$ cat src/rtl/ff_and_arbiter_if.sv
// Requester-side bundle for ff_and_arbiter: per-requester request/command/operands
// plus the shared-flop status returned by the arbiter.
interface ff_and_arbiter_if #(
  parameter int unsigned NREQ = 4
);
  localparam int unsigned OW = $clog2(NREQ);

  logic [NREQ-1:0]   req;
  logic [2*NREQ-1:0] cmd;
  logic [NREQ-1:0]   ip0;
  logic [NREQ-1:0]   ip1;
  logic [NREQ-1:0]   gnt;
  logic [OW-1:0]     owner;
  logic              ack;
  logic              busy;
  logic              op0;
  logic              op0bar;
  logic [19:0]       id_num;

  modport master (
    output req, cmd, ip0, ip1,
    input  gnt, owner, ack, busy, op0, op0bar, id_num
  );

  modport slave (
    input  req, cmd, ip0, ip1,
    output gnt, owner, ack, busy, op0, op0bar, id_num
  );
endinterface

$ cat src/rtl/ff_and_arbiter.sv
// Round-robin arbiter sequencing grant -> operand capture -> commit onto one
// shared AND-gated flop (op0/op0bar), acknowledging the owner after each commit.
module ff_and_arbiter #(
  parameter int unsigned NREQ   = 4,
  parameter logic [19:0] ID_NUM = 20'h66165
) (
  input  logic             clk,
  input  logic             clear,
  ff_and_arbiter_if.slave  bus
);
  localparam int unsigned OW = $clog2(NREQ);

  typedef enum logic [1:0] {IDLE, GRANT, COMMIT} state_e;
  typedef enum logic [1:0] {
    CMD_NOP      = 2'b00,
    CMD_LOAD_AND = 2'b01,
    CMD_SET      = 2'b10,
    CMD_CLR      = 2'b11
  } cmd_e;

  state_e          state_q, state_d;
  logic [OW-1:0]   ptr_q, ptr_d;
  logic [OW-1:0]   owner_q, owner_d;
  logic [NREQ-1:0] gnt_q, gnt_d;
  logic            ack_q, ack_d;
  logic            busy_q, busy_d;
  logic            op0_q, op0_d;
  logic [1:0]      cmd_q, cmd_d;
  logic            a_q, a_d;
  logic            b_q, b_d;

  logic [NREQ-1:0] masked_w;
  logic            found_w;
  logic [OW-1:0]   win_w;
  logic [1:0]      cmd_sel_w;
  logic            a_sel_w;
  logic            b_sel_w;

  // The owner's request is ignored during its ack cycle so a late req drop cannot re-grant it.
  always_comb begin
    masked_w = bus.req;
    for (int unsigned i = 0; i < NREQ; i++) begin
      if (ack_q && owner_q == OW'(i)) masked_w[i] = 1'b0;
    end
  end

  always_comb begin
    logic [OW-1:0] cand;
    cand    = '0;
    found_w = 1'b0;
    win_w   = '0;
    for (int unsigned i = 1; i <= NREQ; i++) begin
      cand = OW'((32'(ptr_q) + i) % NREQ);
      for (int unsigned j = 0; j < NREQ; j++) begin
        if (!found_w && cand == OW'(j) && masked_w[j]) begin
          found_w = 1'b1;
          win_w   = cand;
        end
      end
    end
  end

  always_comb begin
    cmd_sel_w = '0;
    a_sel_w   = 1'b0;
    b_sel_w   = 1'b0;
    for (int unsigned i = 0; i < NREQ; i++) begin
      if (owner_q == OW'(i)) begin
        cmd_sel_w = bus.cmd[2*i +: 2];
        a_sel_w   = bus.ip0[i];
        b_sel_w   = bus.ip1[i];
      end
    end
  end

  always_comb begin
    state_d = state_q;
    ptr_d   = ptr_q;
    owner_d = owner_q;
    gnt_d   = '0;
    ack_d   = 1'b0;
    op0_d   = op0_q;
    cmd_d   = cmd_q;
    a_d     = a_q;
    b_d     = b_q;
    unique case (state_q)
      IDLE: begin
        if (found_w) begin
          owner_d = win_w;
          ptr_d   = win_w;
          for (int unsigned j = 0; j < NREQ; j++) gnt_d[j] = (win_w == OW'(j));
          state_d = GRANT;
        end
      end
      GRANT: begin
        cmd_d   = cmd_sel_w;
        a_d     = a_sel_w;
        b_d     = b_sel_w;
        state_d = COMMIT;
      end
      COMMIT: begin
        unique case (cmd_e'(cmd_q))
          CMD_LOAD_AND: op0_d = a_q & b_q;
          CMD_SET:      op0_d = 1'b1;
          CMD_CLR:      op0_d = 1'b0;
          CMD_NOP:      op0_d = op0_q;
        endcase
        ack_d   = 1'b1;
        state_d = IDLE;
      end
      default: state_d = IDLE;
    endcase
    busy_d = (state_d != IDLE);
  end

  always_ff @(posedge clk or posedge clear) begin
    if (clear) begin
      state_q <= IDLE;
      ptr_q   <= OW'(NREQ - 1);
      owner_q <= '0;
      gnt_q   <= '0;
      ack_q   <= 1'b0;
      busy_q  <= 1'b0;
      op0_q   <= 1'b0;
      cmd_q   <= '0;
      a_q     <= 1'b0;
      b_q     <= 1'b0;
    end else begin
      state_q <= state_d;
      ptr_q   <= ptr_d;
      owner_q <= owner_d;
      gnt_q   <= gnt_d;
      ack_q   <= ack_d;
      busy_q  <= busy_d;
      op0_q   <= op0_d;
      cmd_q   <= cmd_d;
      a_q     <= a_d;
      b_q     <= b_d;
    end
  end

  assign bus.gnt    = gnt_q;
  assign bus.owner  = owner_q;
  assign bus.ack    = ack_q;
  assign bus.busy   = busy_q;
  assign bus.op0    = op0_q;
  assign bus.op0bar = ~op0_q;
  assign bus.id_num = ID_NUM;
endmodule

$ cat src/flat_wrapper.sv
// flat-port wrapper written by rule: the top's interface ports become plain ports
module ff_and_arbiter_flat 
#(
  parameter int unsigned NREQ   = 4,
  parameter logic [19:0] ID_NUM = 20'h66165
)
  (clk, clear, bus_req, bus_cmd, bus_ip0, bus_ip1, bus_gnt, bus_owner, bus_ack, bus_busy, bus_op0, bus_op0bar, bus_id_num);
  ff_and_arbiter_if #(.NREQ(NREQ)) bus_i ();
  input  logic clk;
  input  logic clear;
  input wire logic [$bits(bus_i.req)-1:0] bus_req;
  input wire logic [$bits(bus_i.cmd)-1:0] bus_cmd;
  input wire logic [$bits(bus_i.ip0)-1:0] bus_ip0;
  input wire logic [$bits(bus_i.ip1)-1:0] bus_ip1;
  output wire logic [$bits(bus_i.gnt)-1:0] bus_gnt;
  output wire logic [$bits(bus_i.owner)-1:0] bus_owner;
  output wire logic [$bits(bus_i.ack)-1:0] bus_ack;
  output wire logic [$bits(bus_i.busy)-1:0] bus_busy;
  output wire logic [$bits(bus_i.op0)-1:0] bus_op0;
  output wire logic [$bits(bus_i.op0bar)-1:0] bus_op0bar;
  output wire logic [$bits(bus_i.id_num)-1:0] bus_id_num;
  assign bus_i.req = bus_req;
  assign bus_i.cmd = bus_cmd;
  assign bus_i.ip0 = bus_ip0;
  assign bus_i.ip1 = bus_ip1;
  assign bus_gnt = bus_i.gnt;
  assign bus_owner = bus_i.owner;
  assign bus_ack = bus_i.ack;
  assign bus_busy = bus_i.busy;
  assign bus_op0 = bus_i.op0;
  assign bus_op0bar = bus_i.op0bar;
  assign bus_id_num = bus_i.id_num;
  ff_and_arbiter #(.NREQ(NREQ), .ID_NUM(ID_NUM)) u_core (.clk(clk), .clear(clear), .bus(bus_i));
endmodule
$ cat config.mk
export PLATFORM = sky130hd
export DESIGN_NAME = ff_and_arbiter_flat
export DESIGN_NICKNAME = d
export VERILOG_FILES = /design/src/rtl/ff_and_arbiter_if.sv /design/src/rtl/ff_and_arbiter.sv /design/src/flat_wrapper.sv
export SDC_FILE = /design/constraint.sdc
export NUM_CORES = 1
export LEC_CHECK = 0
export ABC_CLOCK_PERIOD_IN_PS = 2180
export BUFFER_PORTS_ARGS = -buffer_cell sky130_fd_sc_hd__buf_2
export CAP_MARGIN = 30
export CORE_AREA = 3 3 60 62
export CTS_CLUSTER_DIAMETER = 40
export DETAILED_ROUTE_END_ITERATION = 8
export DIE_AREA = 0 0 63 65
export PLACE_DENSITY_LB_ADDON = 0.05
export SLEW_MARGIN = 10
export SYNTH_ARGS = -nofsm -noshare
export SYNTH_HDL_FRONTEND = slang
export SYNTH_SLANG_ARGS = --single-unit
$ cat constraint.sdc
create_clock -name clk -period 2.18 [get_ports clk]
set_input_delay 0.327 -clock clk [delete_from_list [all_inputs] [get_ports clk]]
set_output_delay 0.327 -clock clk [all_outputs]
set_load 0.05 [all_outputs]
After elaboration in Yosys (flattened, before gate mapping)
Index checks and enable logic that the tools add are counted.
{ "op_classes": {"n_addsub": 4, "n_eq_ne": 23, "n_mux": 54, "n_bitwise": 3, "n_reduce_logical": 61} }
{ "ops": {"columns": ["operator", "count"], "rows": [
  ["2-to-1 mux 2 bit", 21],
  ["logical AND 1 bit", 35],
  ["== test 2 bit, second input constant", 15],
  ["2-to-1 mux 1 bit", 29],
  ["== test 2 x 1 -> 1 bit, second input constant", 8],
  ["logical NOT 2 bit", 8],
  ["logical NOT 1 bit", 15],
  ["2-to-1 mux 4 bit", 2],
  ["adder 2 x 1 -> 2 bit, second input constant", 2],
  ["adder 2 bit, second input constant", 2],
  ["one-hot mux 2 bit (2 select lines)", 1],
  ["AND reduction 2 bit", 2],
  ["one-hot mux 1 bit (3 select lines)", 1],
  ["inverter 1 bit", 2],
  ["nonzero test 2 bit", 1],
  ["AND 1 bit", 1]
]} }
{ "word_totals": {"reg_bits": 17, "in_bits": 22, "output_inout_bits": 30, "word_cells": 155} }

Depth between registers and ports, before layout
{ "depth": {"ltp_word": 68, "mapped_depth": 9, "ltp_nobuf": 9} }

Worst setup path before layout
Ideal clock, no wire load.
{ "synth_path": {"path_type": "reg-to-reg", "start": "register u_core.owner_q[1] (netlist: u_core.bus.owner[1])", "end": "register u_core.gnt_q[0] (netlist: u_core.bus.gnt[0])", "setup_time_ps": 121, "arrival_time_ps": 2312, "required_ps": 2059, "setup_slack_ps": -253, "path_stages_with_launch": 8, "n_path_buf": 1, "synth_period_minus_slack_ps": 2433, "cell_sequence": "dfrtp_1 -> buf_4 -> nand3b_1 -> and3_1 -> or3_1 -> o31ai_1 -> a221oi_2 -> and4_2"} }
{ "synth_via": {"elab_chain_len": 68, "word_cells_on_any_way": 93, "classes_between": "3 x eq/ne; 38 x mux; 52 x reduce/logical"} }
{ "synth_rtl": {"columns": ["element", "line", "text"], "rows": [
  ["from (decl)", "ff_and_arbiter.sv:23", "logic [OW-1:0] owner_q, owner_d;"],
  ["from (signal assigned)", "ff_and_arbiter.sv:131", "owner_q <= owner_d;"],
  ["logical NOT 2 bit", "ff_and_arbiter.sv:43", "if (ack_q && owner_q == OW'(i)) masked_w[i] = 1'b0;"],
  ["logical AND 1 bit", "ff_and_arbiter.sv:43", null],
  ["2-to-1 mux 1 bit", "ff_and_arbiter.sv:43", null],
  ["logical AND 1 bit", "ff_and_arbiter.sv:55", "if (!found_w && cand == OW'(j) && masked_w[j]) begin"],
  ["2-to-1 mux 1 bit", "ff_and_arbiter.sv:55", null],
  ["logical NOT 1 bit", "ff_and_arbiter.sv:55", null],
  ["logical AND 1 bit (2 in series)", "ff_and_arbiter.sv:55", null],
  ["2-to-1 mux 1 bit", "ff_and_arbiter.sv:55", null],
  ["[... 51 more ...]", null, null],
  ["2-to-1 mux 1 bit", "ff_and_arbiter.sv:55", null],
  ["logical NOT 1 bit", "ff_and_arbiter.sv:55", null],
  ["logical AND 1 bit (2 in series)", "ff_and_arbiter.sv:55", null],
  ["2-to-1 mux 2 bit", "ff_and_arbiter.sv:55", null],
  ["logical NOT 2 bit", "ff_and_arbiter.sv:91", "for (int unsigned j = 0; j < NREQ; j++) gnt_d[j] = (win_w == OW'(j));"],
  ["2-to-1 mux 4 bit (*)", "ff_and_arbiter.sv:88", "if (found_w) begin"],
  ["2-to-1 mux 4 bit (*)", "ff_and_arbiter.sv:86", "unique case (state_q)"],
  ["net u_core.gnt_d[0]", "ff_and_arbiter.sv:24", "logic [NREQ-1:0] gnt_q, gnt_d;"],
  ["to (signal assigned)", "ff_and_arbiter.sv:132", "gnt_q <= gnt_d;"],
  ["to (decl)", "ff_and_arbiter.sv:24", null]
]} }
The timed path passes the listed nets; every way through them passes the cells marked *.
A chain may end at the register's enable or synchronous reset.

Worst setup path in the final report
{ "layout_path": {"start": "register u_core.ptr_q[1]", "end": "register u_core.gnt_q[3] (netlist: u_core.bus.gnt[3])"} }
{ "layout_via": {"elab_chain_len": 67, "word_cells_on_any_way": 101, "classes_between": "4 x add/sub; 13 x eq/ne; 34 x mux; 50 x reduce/logical"} }
{ "layout_rtl": {"columns": ["element", "line", "text"], "rows": [
  ["from (decl)", "ff_and_arbiter.sv:22", "logic [OW-1:0] ptr_q, ptr_d;"],
  ["from (signal assigned)", "ff_and_arbiter.sv:119", "ptr_q <= OW'(NREQ - 1);"],
  ["from (signal assigned)", "ff_and_arbiter.sv:130", "ptr_q <= ptr_d;"],
  ["adder 2 x 1 -> 2 bit", "ff_and_arbiter.sv:53", "cand = OW'((32'(ptr_q) + i) % NREQ);"],
  ["logical NOT 2 bit", "ff_and_arbiter.sv:55", null],
  ["logical AND 1 bit", "ff_and_arbiter.sv:55", null],
  ["2-to-1 mux 1 bit", "ff_and_arbiter.sv:55", null],
  ["logical NOT 1 bit", "ff_and_arbiter.sv:55", null],
  ["logical AND 1 bit (2 in series)", "ff_and_arbiter.sv:55", null],
  ["2-to-1 mux 1 bit", "ff_and_arbiter.sv:55", null],
  ["logical NOT 1 bit", "ff_and_arbiter.sv:55", null],
  ["[... 50 more ...]", null, null],
  ["2-to-1 mux 1 bit", "ff_and_arbiter.sv:55", null],
  ["logical NOT 1 bit", "ff_and_arbiter.sv:55", null],
  ["logical AND 1 bit (2 in series)", "ff_and_arbiter.sv:55", null],
  ["2-to-1 mux 2 bit", "ff_and_arbiter.sv:55", null],
  ["== test 2 bit", "ff_and_arbiter.sv:91", null],
  ["2-to-1 mux 4 bit (*)", "ff_and_arbiter.sv:88", null],
  ["2-to-1 mux 4 bit (*)", "ff_and_arbiter.sv:86", null],
  ["net u_core.gnt_d[3]", "ff_and_arbiter.sv:24", null]
]} }
Marks and branches as above.

==> metrics list <==
- Clock-pin slew was measured on the worst setup and hold paths at around 0.090 ns.
* Half-perimeter wire length after detailed placement: ~2500 um
* Power density of the placed cells: 1700 mW/mm^2
* Startpoint kind of the worst setup timing path: flip-flop
- Synth Cell Area: between 0.001 and 0.0015 mm^2
- The clock arrives with 0.000807 ns of skew.
* Power, Total: 3.14 mW
- Of all nets on the critical path, the largest fanout is 5.
* Total number of vias: 1177
- The number of different library cells used by synthesis comes to 43.
* Number of buffers inserted during clock tree synthesis: 3
* Static leakage: 0.885 nW
- The number of antenna diodes in the final layout is 0.
- Overflow left after global routing: 0
- Slew Viols, Final: 0
* Buffers added on ports: 31
- Derived from the worst setup path, the maximum achievable clock frequency is 441 MHz.
- Minimum clock period: roughly 2.3 ns
- Yosys warnings: 0
- First-pass GRT wire length: ~5300 um
- The initial utilization of the core area, before any placement, comes to approximately 44%.
- Total Routing Usage GR: 16.3%
* Gate count after technology mapping: about 130
- The area growth from synthesis to layout is 35.7%.
- The later pin in the worst-skew pair is clocked with a latency of between 0.2 and 0.3 ns.
- Setup violations remaining at the end of the flow were counted as 6.
* I/O pin count: 52
- The number of hold violations in the final report is 0.
* Number of detailed-routing iterations run before antenna repair: 4
* Full die area: about 0.004 mm^2
- The via count of the first global-routing pass came to 1207.
- Clock tree synthesis found a total of 17 sinks.
* Maximum number of pins on one net before global-route repair: 18
* Data required time at the worst endpoint: between 2 and 2.5 ns
* Average instance area after synthesis: slightly above 10 um^2
- Worst hold slack: a little over 0.09 ns
* Via-per-instance ratio: 5.12
- Number of buffers inserted by hold repair at cts: 0
- GPL Wtd Cong: roughly 0.91
- Area inside the core boundary: roughly 0.003 mm^2
* Violated checks: negative setup slack
- In this run the vertical extent of the chip is 65 um.
* Share of final-layout standard cells stronger than drive strength 1: 55.4%
- Kind of end point of the critical path: flip-flop
- Detail Route Antenna Nets: 0
- Setup repair after global routing missed its margin: true
- CTS H-tree depth: 1
* Number of register bits inferred by synthesis: 17
- After detailed routing, the average wire length per cell comes to ~14 um.
- Layout Nets: 217
* Antenna violations before repair: 0
- Chip Width: around 63 um
* Clock tree from TritonCTS: done
- Number of flops mapped to enable cells by yosys: 0
* Proportion of synthesized flip-flops having asynchronous set or reset: 100%
- STA puts the critical path data arrival time at around 2.5 ns.
- Dominant register cell in the synthesized netlist: sky130_fd_sc_hd__dfrtp_1
* Count of unresolved DRC violations after routing: 0
- The worst-case IR drop observed on VDD is just under 0.5 mV.
- The critical path is of the reg2reg type.
- The worst path uses 104% of the clock period.
* Register area share after synthesis: a little under a third
- DRT iter0 DRCs: 60
- Summed over all layers, the routed wires come to between 3000 and 4000 um.
- Clock tree synthesis selected as its root buffer the cell sky130_fd_sc_hd__clkbuf_4.
- The run finished, with violations left.
* Slew HR: between 50 and 60%
* Max-cap violations: 0
* Number of core rows: 20
- Worst hold-check path type: in2async
- At the pin with the least slew margin, the transition time is roughly 0.60 ns.
- Post-route setup slack: -0.0876 ns
* Max Buffers Root-to-Sink: 2
layout by cell type (no fill, tap or decap), types with 4 or more instances in the layout:
cell type / netlist / routed
sky130_fd_sc_hd__dfrtp_1: 15 / 12
sky130_fd_sc_hd__mux4_1: 4 / 4
sky130_fd_sc_hd__conb_1: 2 / 20
sky130_fd_sc_hd__and2_1: 4 / 4
sky130_fd_sc_hd__and3_1: 6 / 4
sky130_fd_sc_hd__ha_1: 8 / 4
sky130_fd_sc_hd__mux2_2: 4 / 4
sky130_fd_sc_hd__nor2_1: 6 / 5
sky130_fd_sc_hd__a21oi_1: 4 / 4
sky130_fd_sc_hd__buf_2: 0 / 31
sky130_fd_sc_hd__buf_4: 21 / 20
area by class of cell:
class                           instances  area [um^2]
Sequential cell                        17          432
Clock inverter                          1         5.00
Timing Repair Buffer                   54          339
Multi-Input combinational cell        105          965
Fill cell                             264         1230
Tap cell                               44         55.1
Inverter                                6         26.3
Clock buffer                            3         22.5
path summary, 6_finish.rpt:
kind | depth (start not counted) | from | end | slack [ns]
max in group asynchronous | 2 | clear | u_core.bus.owner[0]$_DFFE_PP0P_ | 1.66
min | 2 | clear | u_core.bus.gnt[3]$_DFF_PP0_ | 0.09
max reg2reg | 8 | u_core.ptr_q[1]$_DFFE_PP1P_ | u_core.bus.gnt[3]$_DFF_PP0_ | -0.09
min reg2reg | 1 | u_core.state_q[0]$_DFF_PP0_ | u_core.bus.ack$_DFF_PP0_ | 0.47
min in group clk | 1 | u_core.state_q[0]$_DFF_PP0_ | u_core.bus.ack$_DFF_PP0_ | 0.47
max | 8 | u_core.ptr_q[1]$_DFFE_PP1P_ | u_core.bus.gnt[3]$_DFF_PP0_ | -0.09
flip-flops by register name (all words and copies together), names as in the netlist:
| name | cells |
|---|---|
| u_core.bus.gnt | 4 |
| u_core.bus.owner | 2 |
| u_core.cmd_q | 2 |
| u_core.ptr_q | 2 |
| u_core.state_q | 2 |
| u_core.a_q | 1 |
| u_core.b_q | 1 |
| u_core.bus.ack | 1 |
| u_core.bus.busy | 1 |
| u_core.bus.op0 | 1 |
where the power goes:
group / total (mW) / switching (mW) / internal [mW]
sequential: 0.596 / 0.114 / 0.482
clock: 0.164 / 0.0956 / 0.0682
combinational: 2.38 / 1.31 / 1.06
worst max-delay path, cell delays in order (launching register included):
cell,delay (ns)
sky130_fd_sc_hd__dfstp_2,0.55
sky130_fd_sc_hd__inv_2,0.04
sky130_fd_sc_hd__buf_6,0.12
sky130_fd_sc_hd__ha_4,0.15
sky130_fd_sc_hd__a32o_2,0.27
sky130_fd_sc_hd__or3_4,0.37
sky130_fd_sc_hd__nor3_4,0.27
sky130_fd_sc_hd__nand3_2,0.16
sky130_fd_sc_hd__a211oi_1,0.24
logic make-up (layout without fill, tap and decap cells):
logic type,Yosys count,in the layout,synth area share [%]
AO/OA/AOI/OAI,25,25,13.9
adder cells (fa/ha/maj),8,8,7.37
buffers and inverters,29,64,14.4
flip-flops,17,17,31.5
multiplexers,9,9,11.8
other,2,20,0.553
AND/OR/NAND/NOR,43,43,20.5
through the flow:
stage | worst slack [ns] | setup TNS (ns) | utilization, % | cells | area (um^2)
after floorplan | -0.113 | -0.436 | - | 151 | 1470
after global placement | -0.137 | -0.575 | 52.8 | 219 | 1630
after detailed placement | -0.129 | -0.557 | 52.8 | 219 | 1630
after CTS | -0.0600 | -0.171 | 58.3 | 230 | 1790
after global routing | -0.187 | -1.02 | 59.9 | 230 | 1840
final | -0.0876 | -0.330 | 59.9 | 230 | 1840
cell usage after synthesis, types with 2 or more instances:
cell                       count  share of area (%)
sky130_fd_sc_hd__mux2_2        4                3.3
sky130_fd_sc_hd__o21ai_0       2               0.74
sky130_fd_sc_hd__and2_1        4                1.8
sky130_fd_sc_hd__nand3_1       3                1.1
sky130_fd_sc_hd__a31oi_1       4                1.8
sky130_fd_sc_hd__ha_1          8                7.4
sky130_fd_sc_hd__buf_4        21                 12
sky130_fd_sc_hd__nand3b_1      3                1.7
sky130_fd_sc_hd__a32oi_1       2                1.3
sky130_fd_sc_hd__nor2b_1       2               0.92
sky130_fd_sc_hd__dfstp_2       2                3.9
sky130_fd_sc_hd__inv_1         5                1.4
sky130_fd_sc_hd__o31ai_1       3                1.7
sky130_fd_sc_hd__nand2_1       2               0.55
sky130_fd_sc_hd__conb_1        2               0.55
sky130_fd_sc_hd__and3_1        6                2.8
sky130_fd_sc_hd__nor4b_1       2                1.3
sky130_fd_sc_hd__mux4_1        4                7.7
sky130_fd_sc_hd__dfrtp_1      15                 28
sky130_fd_sc_hd__a211oi_1      2                1.1
sky130_fd_sc_hd__a32o_1        2                1.5
sky130_fd_sc_hd__nor2_1        6                1.7
sky130_fd_sc_hd__nor3_1        4                1.5
sky130_fd_sc_hd__and4_2        2                1.5
sky130_fd_sc_hd__a21oi_1       4                1.5
sky130_fd_sc_hd__nor3_2        2                1.5
what timing repair did:
action	CTS	global route
setup endpoints to repair	9	8
buffers inserted	7	0
pin swaps	4	8
gates resized for setup	21	13
layer usage:
| layer | vias to the layer above | global-route usage, % | part of all wire, % |
|---|---|---|---|
| met3 | 4 | 1.91 | 4.0 |
| met5 | - | 0 | 0 |
| li1 | 563 | - | - |
| met1 | 569 | 19.5 | 44 |
| met4 | 0 | 6.89 | 1.3 |
| met2 | 41 | 29.4 | 51 |
Note: power is estimated with default switching activity, not from simulation.
